File: src/rtl/lobo_hybrid_mul_pipe_if.sv
// Operand/product stream bundle for the pipelined hybrid LOBO multiplier.
// The master drives operands and consumes products; the slave is the multiplier.
interface lobo_hybrid_mul_pipe_if #(
    parameter int W = 16
);
    logic           in_valid;
    logic           in_ready;
    logic [W-1:0]   in_x;
    logic [W-1:0]   in_y;
    logic           in_mode;
    logic           out_valid;
    logic           out_ready;
    logic [2*W-1:0] out_p;
    logic           out_mode;

    modport master (
        output in_valid, in_x, in_y, in_mode, out_ready,
        input  in_ready, out_valid, out_p, out_mode
    );

    modport slave (
        input  in_valid, in_x, in_y, in_mode, out_ready,
        output in_ready, out_valid, out_p, out_mode
    );
endinterface

File: src/rtl/lobo_hybrid_mul_pipe.sv
// Three-stage pipelined hybrid LOBO signed multiplier.
// Upper multiplier bits go through exact radix-4 Booth; the low TH bits use a
// leading-one approximation. A per-beat mode bit selects a full exact Booth array.
// S1: operand decode, S2: partial products and log terms, S3: final sum into out_p.
module lobo_hybrid_mul_pipe #(
    parameter int W  = 16,
    parameter int TH = 12,
    parameter int Q  = 8
) (
    input  logic                  clk,
    input  logic                  rst_n,
    lobo_hybrid_mul_pipe_if.slave bus
);
    localparam int PW  = 2 * W;
    localparam int ND  = W / 2;
    localparam int KXW = $clog2(TH);
    localparam int KYW = $clog2(W);

    genvar gi;

    // Reject illegal parameter combinations at elaboration.
    generate
        if ((W % 2) != 0 || W < 8 || (TH % 2) != 0 || TH < 4 || TH > W - 2 || Q < 1 || Q >= TH) begin : g_param_check
            $fatal(1, "lobo_hybrid_mul_pipe: illegal W/TH/Q combination");
        end
    endgenerate

    // ------------------------------------------------------------------
    // Flow control: one global advance enable for every stage
    // ------------------------------------------------------------------
    logic out_valid_reg;
    logic out_mode_reg;
    logic [PW-1:0] out_p_reg;
    logic advance;

    assign advance       = ~(out_valid_reg & ~bus.out_ready);
    assign bus.in_ready  = advance;
    assign bus.out_valid = out_valid_reg;
    assign bus.out_p     = out_p_reg;
    assign bus.out_mode  = out_mode_reg;

    // ------------------------------------------------------------------
    // S1 decode (combinational, from the input beat)
    // ------------------------------------------------------------------
    logic [W:0]     x_ext;
    logic [ND-1:0]  neg_c;
    logic [ND-1:0]  one_c;
    logic [ND-1:0]  two_c;
    logic           sx_c;
    logic           sy_c;
    logic [TH-1:0]  ax_c;
    logic [W-1:0]   ay_c;
    logic [KXW-1:0] kx_c;
    logic [KYW-1:0] ky_c;
    logic           xt_en_c;

    assign x_ext = {bus.in_x, 1'b0};

    // Booth digit controls; digits below the approximated field are dropped
    // in approximate mode, so the surviving digits see x[TH-1] as overlap bit.
    generate
        for (gi = 0; gi < ND; gi++) begin : g_booth_enc
            logic keep;
            logic b2;
            logic b1;
            logic b0;
            assign keep = bus.in_mode | ((gi >= TH / 2) ? 1'b1 : 1'b0);
            assign b0 = x_ext[2 * gi];
            assign b1 = x_ext[2 * gi + 1];
            assign b2 = x_ext[2 * gi + 2];
            assign neg_c[gi] = keep & b2 & ~(b1 & b0);
            assign one_c[gi] = keep & (b1 ^ b0);
            assign two_c[gi] = keep & ((b2 & ~b1 & ~b0) | (~b2 & b1 & b0));
        end
    endgenerate

    assign sx_c    = bus.in_x[TH-1];
    assign ax_c    = bus.in_x[TH-1:0] ^ {TH{sx_c}};
    assign sy_c    = bus.in_y[W-1];
    assign ay_c    = bus.in_y ^ {W{sy_c}};
    assign xt_en_c = |ay_c[W-1:W/2];

    // Quantised LOD on ax: only bits at or above Q count, otherwise kx = 0.
    always_comb begin
        kx_c = '0;
        for (int i = Q; i < TH; i++) begin
            if (ax_c[i]) kx_c = KXW'(i);
        end
    end

    // LOD on ay over the upper half; only meaningful when xt_en_c is set.
    always_comb begin
        ky_c = '0;
        for (int i = W / 2; i < W; i++) begin
            if (ay_c[i]) ky_c = KYW'(i);
        end
    end

    // ------------------------------------------------------------------
    // S1 registers
    // ------------------------------------------------------------------
    logic           v1_reg;
    logic           mode1_reg;
    logic           s1_reg;
    logic           ax_zero1_reg;
    logic           xt_en1_reg;
    logic [W-1:0]   y1_reg;
    logic [W-1:0]   ay1_reg;
    logic [ND-1:0]  neg1_reg;
    logic [ND-1:0]  one1_reg;
    logic [ND-1:0]  two1_reg;
    logic [TH-1:0]  ax1_reg;
    logic [KXW-1:0] kx1_reg;
    logic [KYW-1:0] ky1_reg;

    // Capture the decoded beat; hold everything while stalled.
    always_ff @(posedge clk or negedge rst_n) begin
        if (!rst_n) begin
            v1_reg       <= 1'b0;
            mode1_reg    <= 1'b0;
            s1_reg       <= 1'b0;
            ax_zero1_reg <= 1'b0;
            xt_en1_reg   <= 1'b0;
            y1_reg       <= '0;
            ay1_reg      <= '0;
            neg1_reg     <= '0;
            one1_reg     <= '0;
            two1_reg     <= '0;
            ax1_reg      <= '0;
            kx1_reg      <= '0;
            ky1_reg      <= '0;
        end else if (advance) begin
            v1_reg <= bus.in_valid;
            if (bus.in_valid) begin
                mode1_reg    <= bus.in_mode;
                s1_reg       <= sx_c ^ sy_c;
                ax_zero1_reg <= ~|ax_c;
                xt_en1_reg   <= xt_en_c;
                y1_reg       <= bus.in_y;
                ay1_reg      <= ay_c;
                neg1_reg     <= neg_c;
                one1_reg     <= one_c;
                two1_reg     <= two_c;
                ax1_reg      <= ax_c;
                kx1_reg      <= kx_c;
                ky1_reg      <= ky_c;
            end
        end
    end

    // ------------------------------------------------------------------
    // S2 partial products and log-domain terms (combinational)
    // ------------------------------------------------------------------
    logic [PW-1:0]         y_ext;
    logic [ND-1:0][PW-1:0] pp_c;
    logic [TH-1:0]         rx_c;
    logic [PW-1:0]         yt_mag;
    logic [PW-1:0]         xt_mag;
    logic [PW-1:0]         yt_c;
    logic [PW-1:0]         xt_c;

    assign y_ext = {{W{y1_reg[W-1]}}, y1_reg};

    // Negative digits are one's complemented here; the +1 rides as a sign factor.
    generate
        for (gi = 0; gi < ND; gi++) begin : g_booth_pp
            logic [PW-1:0] mag;
            assign mag = one1_reg[gi] ? y_ext : (two1_reg[gi] ? {y_ext[PW-2:0], 1'b0} : '0);
            assign pp_c[gi] = (neg1_reg[gi] ? ~mag : mag) << (2 * gi);
        end
    endgenerate

    // rx clears the leading-one bit (bit 0 when ax is below the threshold).
    assign rx_c   = ax1_reg & ~(TH'(1) << kx1_reg);
    assign yt_mag = {{W{1'b0}}, ay1_reg};
    assign xt_mag = {{(PW - TH){1'b0}}, rx_c};
    // One's complement negation is intentional: -(v+1) rather than -v.
    assign yt_c   = (mode1_reg | ax_zero1_reg) ? '0 : ((s1_reg ? ~yt_mag : yt_mag) << kx1_reg);
    assign xt_c   = (mode1_reg | ~xt_en1_reg) ? '0 : ((s1_reg ? ~xt_mag : xt_mag) << ky1_reg);

    // ------------------------------------------------------------------
    // S2 registers
    // ------------------------------------------------------------------
    logic                  v2_reg;
    logic                  mode2_reg;
    logic [ND-1:0][PW-1:0] pp2_reg;
    logic [ND-1:0]         neg2_reg;
    logic [PW-1:0]         yt2_reg;
    logic [PW-1:0]         xt2_reg;

    // Register partial products, sign factors and shifted terms.
    always_ff @(posedge clk or negedge rst_n) begin
        if (!rst_n) begin
            v2_reg    <= 1'b0;
            mode2_reg <= 1'b0;
            pp2_reg   <= '0;
            neg2_reg  <= '0;
            yt2_reg   <= '0;
            xt2_reg   <= '0;
        end else if (advance) begin
            v2_reg <= v1_reg;
            if (v1_reg) begin
                mode2_reg <= mode1_reg;
                pp2_reg   <= pp_c;
                neg2_reg  <= neg1_reg;
                yt2_reg   <= yt_c;
                xt2_reg   <= xt_c;
            end
        end
    end

    // ------------------------------------------------------------------
    // S3 reduction and final add
    // ------------------------------------------------------------------
    logic [PW-1:0] sf_c;
    logic [PW-1:0] sum_c;

    // Collect the Booth sign factors at each digit's weight.
    always_comb begin
        sf_c = '0;
        for (int j = 0; j < ND; j++) begin
            sf_c[2 * j] = neg2_reg[j];
        end
    end

    // Sum all rows; wraps naturally mod 2^(2W).
    always_comb begin
        sum_c = yt2_reg + xt2_reg + sf_c;
        for (int j = 0; j < ND; j++) begin
            sum_c = sum_c + pp2_reg[j];
        end
    end

    // Output register; out_p only changes when a valid beat lands in it.
    always_ff @(posedge clk or negedge rst_n) begin
        if (!rst_n) begin
            out_valid_reg <= 1'b0;
            out_mode_reg  <= 1'b0;
            out_p_reg     <= '0;
        end else if (advance) begin
            out_valid_reg <= v2_reg;
            if (v2_reg) begin
                out_mode_reg <= mode2_reg;
                out_p_reg    <= sum_c;
            end
        end
    end
endmodule

File: src/flat_wrapper.sv
// flat-port wrapper written by rule: the top's interface ports become plain ports
module lobo_hybrid_mul_pipe_flat 
#(
    parameter int W  = 16,
    parameter int TH = 12,
    parameter int Q  = 8
)
  (clk, rst_n, bus_in_valid, bus_in_x, bus_in_y, bus_in_mode, bus_out_ready, bus_in_ready, bus_out_valid, bus_out_p, bus_out_mode);
  lobo_hybrid_mul_pipe_if #(.W(W)) bus_i ();
  input  logic clk;
  input  logic rst_n;
  input wire logic [$bits(bus_i.in_valid)-1:0] bus_in_valid;
  input wire logic [$bits(bus_i.in_x)-1:0] bus_in_x;
  input wire logic [$bits(bus_i.in_y)-1:0] bus_in_y;
  input wire logic [$bits(bus_i.in_mode)-1:0] bus_in_mode;
  input wire logic [$bits(bus_i.out_ready)-1:0] bus_out_ready;
  output wire logic [$bits(bus_i.in_ready)-1:0] bus_in_ready;
  output wire logic [$bits(bus_i.out_valid)-1:0] bus_out_valid;
  output wire logic [$bits(bus_i.out_p)-1:0] bus_out_p;
  output wire logic [$bits(bus_i.out_mode)-1:0] bus_out_mode;
  assign bus_i.in_valid = bus_in_valid;
  assign bus_i.in_x = bus_in_x;
  assign bus_i.in_y = bus_in_y;
  assign bus_i.in_mode = bus_in_mode;
  assign bus_i.out_ready = bus_out_ready;
  assign bus_in_ready = bus_i.in_ready;
  assign bus_out_valid = bus_i.out_valid;
  assign bus_out_p = bus_i.out_p;
  assign bus_out_mode = bus_i.out_mode;
  lobo_hybrid_mul_pipe #(.W(W), .TH(TH), .Q(Q)) u_core (.clk(clk), .rst_n(rst_n), .bus(bus_i));
endmodule
File: config.mk
export PLATFORM = sky130hd
export DESIGN_NAME = lobo_hybrid_mul_pipe_flat
export DESIGN_NICKNAME = d
export VERILOG_FILES = /design/src/rtl/lobo_hybrid_mul_pipe_if.sv /design/src/rtl/lobo_hybrid_mul_pipe.sv /design/src/flat_wrapper.sv
export SDC_FILE = /design/constraint.sdc
export NUM_CORES = 1
export LEC_CHECK = 0
export BUFFER_PORTS_ARGS = -buffer_cell sky130_fd_sc_hd__buf_2
export CAP_MARGIN = 15
export CORE_MARGIN = 2
export CORE_UTILIZATION = 40
export CTS_BUF_LIST = sky130_fd_sc_hd__clkbuf_16
export DETAILED_ROUTE_END_ITERATION = 12
export SYNTH_ARGS = -nofsm -noshare
export SYNTH_HDL_FRONTEND = slang
export SYNTH_SLANG_ARGS = --single-unit
File: constraint.sdc
create_clock -name clk -period 5.1 [get_ports clk]
set_input_delay 0.255 -clock clk [delete_from_list [all_inputs] [get_ports clk]]
set_output_delay 0.255 -clock clk [all_outputs]
set_load 0.01 [all_outputs]
==> results_dict.tcl <==
set metrics [dict create \
    status "complete, no violations" \
    path_depth 16 \
    drv_cap 0 \
    dr.pass1.iters 5 \
    holdCritPathClass "input pin to flip-flop" \
    grt.overflow.total 0 \
    die_area_um2 59700 \
    final_cell_mix "nand2_1 (594), o21ai_0 (337), inv_1 (319)" \
    syn_area_per_cell_um2 8.71 \
    ios 72 \
    wl_mm 64.9 \
    dieHeight_um 244 \
    synth-async-reset-ratio_pct 100 \
    grt_pass1_wl_mm 102 \
    synth_edf_count 0 \
    utilization_pct 45.5 \
    drt_iter0_markers 1484 \
    period_share_pct 97.9 \
    synthesis.instances 2656 \
    clk_latency_ns 0.57 \
    startpoint "u_core.xt2_reg[13]" \
    n_antenna_cell 0 \
    path_class "flip-flop to flip-flop" \
    finalNonFillerCells 3447 \
    timing.final.hold_violations 0 \
    synth_seq_cells 311 \
    cpMostUsedCell "fa_1" \
    tightest_slew_ns 1.24 \
    start_util_pct 40.2 \
    setup_violations 0 \
    crit_chain "inv_2 > fa_1 > inv_2 > fa_1 > fa_1 > fa_1 > fa_1 > ha_4 > nand4_4 > or3b_1 > a31o_4 > a2111oi_4 > buf_4 > o31ai_2 > a21o_1 > a31oi_1" \
    startpoint_type "flip-flop" \
    avgRoutedWirePerCell_um 18.8 \
    whs_path_depth 3 \
    grtUsageTotal_pct 21.7 \
    tritoncts "built" \
    r2r-start "u_core.xt2_reg[13]" \
    synth-warning-count 0 \
    antenna_found_initial 0 \
    worstRegToRegCells 16 \
    synth_flop_cell "dfrtp_1" \
    final_common_cell "nand2_1" \
    area_growth_pct 13.0 \
    synth_nets 2952 \
    drive_above_1_share_pct 10.2 \
    cts_max_level 2 \
    synth_cell_types 69 \
    viasPerCell 5.19 \
    holdCritStartpoint "bus_in_y[14]" \
    hold_slack_ns 0.0194 \
    clk_pin_slew_worst_paths_ns 0.06 \
    critical_path.top_delay_family "adder cells" \
    grt_pass1_vias 17639 \
    fin_crit_ns 4.99 \
    cpPeakStageDelay_ns 0.58 \
    cts_root_buf "clkbuf_16" \
    clock_skew_ns 0.0292 \
    max_freq_mhz 200 \
    syn_area_um2 23100 \
    placed_cells 3341 \
    largest_register_ff_count 136 \
    required_ns 5.57 \
    cts_made_buffers 39 \
    cp.arrival_ns 5.46 \
    io_buffers 71 \
    ys_seq_area_share_pct 33.7 \
    grt_max_degree 139 \
    cp_max_fo 3 \
    ant_nets 0 \
    final_nets 2948 \
    crit_buf_inv 3 \
    placementRows 88 \
    die_x_um 244 \
    fp.coreArea_um2 57500 \
    dp_hpwl_mm 45.6 \
    via_count 17875 \
    slew_violations 0 \
    slew_headroom_pct 17.1 \
    clock_path_buffers 3 \
    rsz0062_at_grt "yes" \
    place_congestion 0.925 \
    crit_path_top_delay_cell "fa_1" \
    drc 0 \
    cp-end-kind "flip-flop" \
    cts_sinks 311 \
]
synthesized netlist by cell type (2+ instances only):
cell       number  area share [%]
o31a_1          2           0.076
and2_1          7            0.19
nor2_1         49            0.80
buf_1          19            0.31
o21a_1          8            0.26
o22ai_1         3           0.081
or3b_1          2           0.076
nor2b_1        11            0.30
nor3b_1         7            0.23
a21o_1         23            0.75
mux4_2          9            0.88
buf_2           7            0.15
or4_1           5            0.16
and3_1          8            0.22
inv_1         322             5.2
mux2i_1        21            0.91
nand2_1       598             9.7
dfrtp_1       311              34
o21ai_1         3           0.065
o31ai_1        15            0.49
o21bai_1        6            0.19
o2111ai_1       4            0.15
nor3_1          9            0.19
clkbuf_1      167             2.7
fa_1          177              15
o221ai_1        5            0.19
nand3_1        22            0.48
mux2_2         13            0.63
ha_1           82             4.4
a22o_1         20            0.76
xor2_1         38             1.4
a32o_1          4            0.17
a211oi_1        9            0.29
o21ai_0       341             7.4
nand3b_1        3           0.097
a21oi_1        67             1.5
a22oi_1        20            0.65
a221o_1         3            0.13
a211o_1         2           0.076
inv_2           3           0.049
or2_2           2           0.054
a31oi_1         7            0.19
xnor2_1       182             6.9
nand4_1         9            0.24
o211ai_1        7            0.23
cells by family (layout without fill, tap and decap cells):
kind of cell / count (synthesis) / after routing / share of synthesized area, %
adders and majority gates: 259 / 259 / 19.8
muxes: 43 / 43 / 2.42
buffers and inverters: 519 / 545 / 8.46
and+or+nand+nor: 738 / 738 / 13.0
AOI/OAI and AO/OA: 566 / 566 / 14.4
DFF: 311 / 311 / 33.7
xor gates and xnor gates: 220 / 220 / 8.33
stage by stage:
stage                     cell area [um2]  setup TNS [ns]  setup WS, ns
after floorplan                     23100               0         0.172
after global placement              24100               0        0.0407
after detailed placement            24100         -0.0209       -0.0209
after CTS                           25600         -0.0405       -0.0405
after global routing                26100         -0.0914       -0.0401
final                               26100               0         0.109
layout make-up:
cell class / count / area (um2)
clock inverters: 31 / 325
multi-input cells: 1826 / 13700
inverters: 326 / 1230
flip-flops and latches: 311 / 7780
clock buffers: 40 / 1000
repair buffers: 148 / 1160
well taps: 765 / 957
fillers: 5549 / 31400
worst paths after layout:
check	endpoint	slack, ns
max	u_core.bus.out_p[30]	0.11
max reg2reg	u_core.bus.out_p[30]	0.11
min reg2reg	u_core.bus.out_p[10]	0.46
max in group asynchronous	u_core.xt2_reg[6]	3.28
min	u_core.y1_reg[14]	0.02
min in group asynchronous	u_core.pp2_reg[0]	0.29
metal layers:
layer | vias to the layer above | track usage [%] | part of all wire (%)
li1 | 8492 | - | -
met1 | 8734 | 31.6 | 46
met2 | 537 | 33.9 | 45
met3 | 112 | 2.55 | 6.0
met4 | 0 | 6.51 | 2.9
met5 | - | 0 | 0
worst min-delay path, cell delays in order:
cell and delay, ns:
buf_2 0.14, nand2_1 0.10, nand2_1 0.05
timing repair:
action	4_1_cts	5_1_grt
endpoints found under the hold margin	135	0
pin swaps	0	27
hold buffers	19	0
gates cloned	0	0
buffers inserted	0	9
gates resized for setup	0	59
setup endpoints to repair	1	12
Power is not shown: default switching activity piles up to over one toggle a cycle in this logic, so the estimate is an artifact.
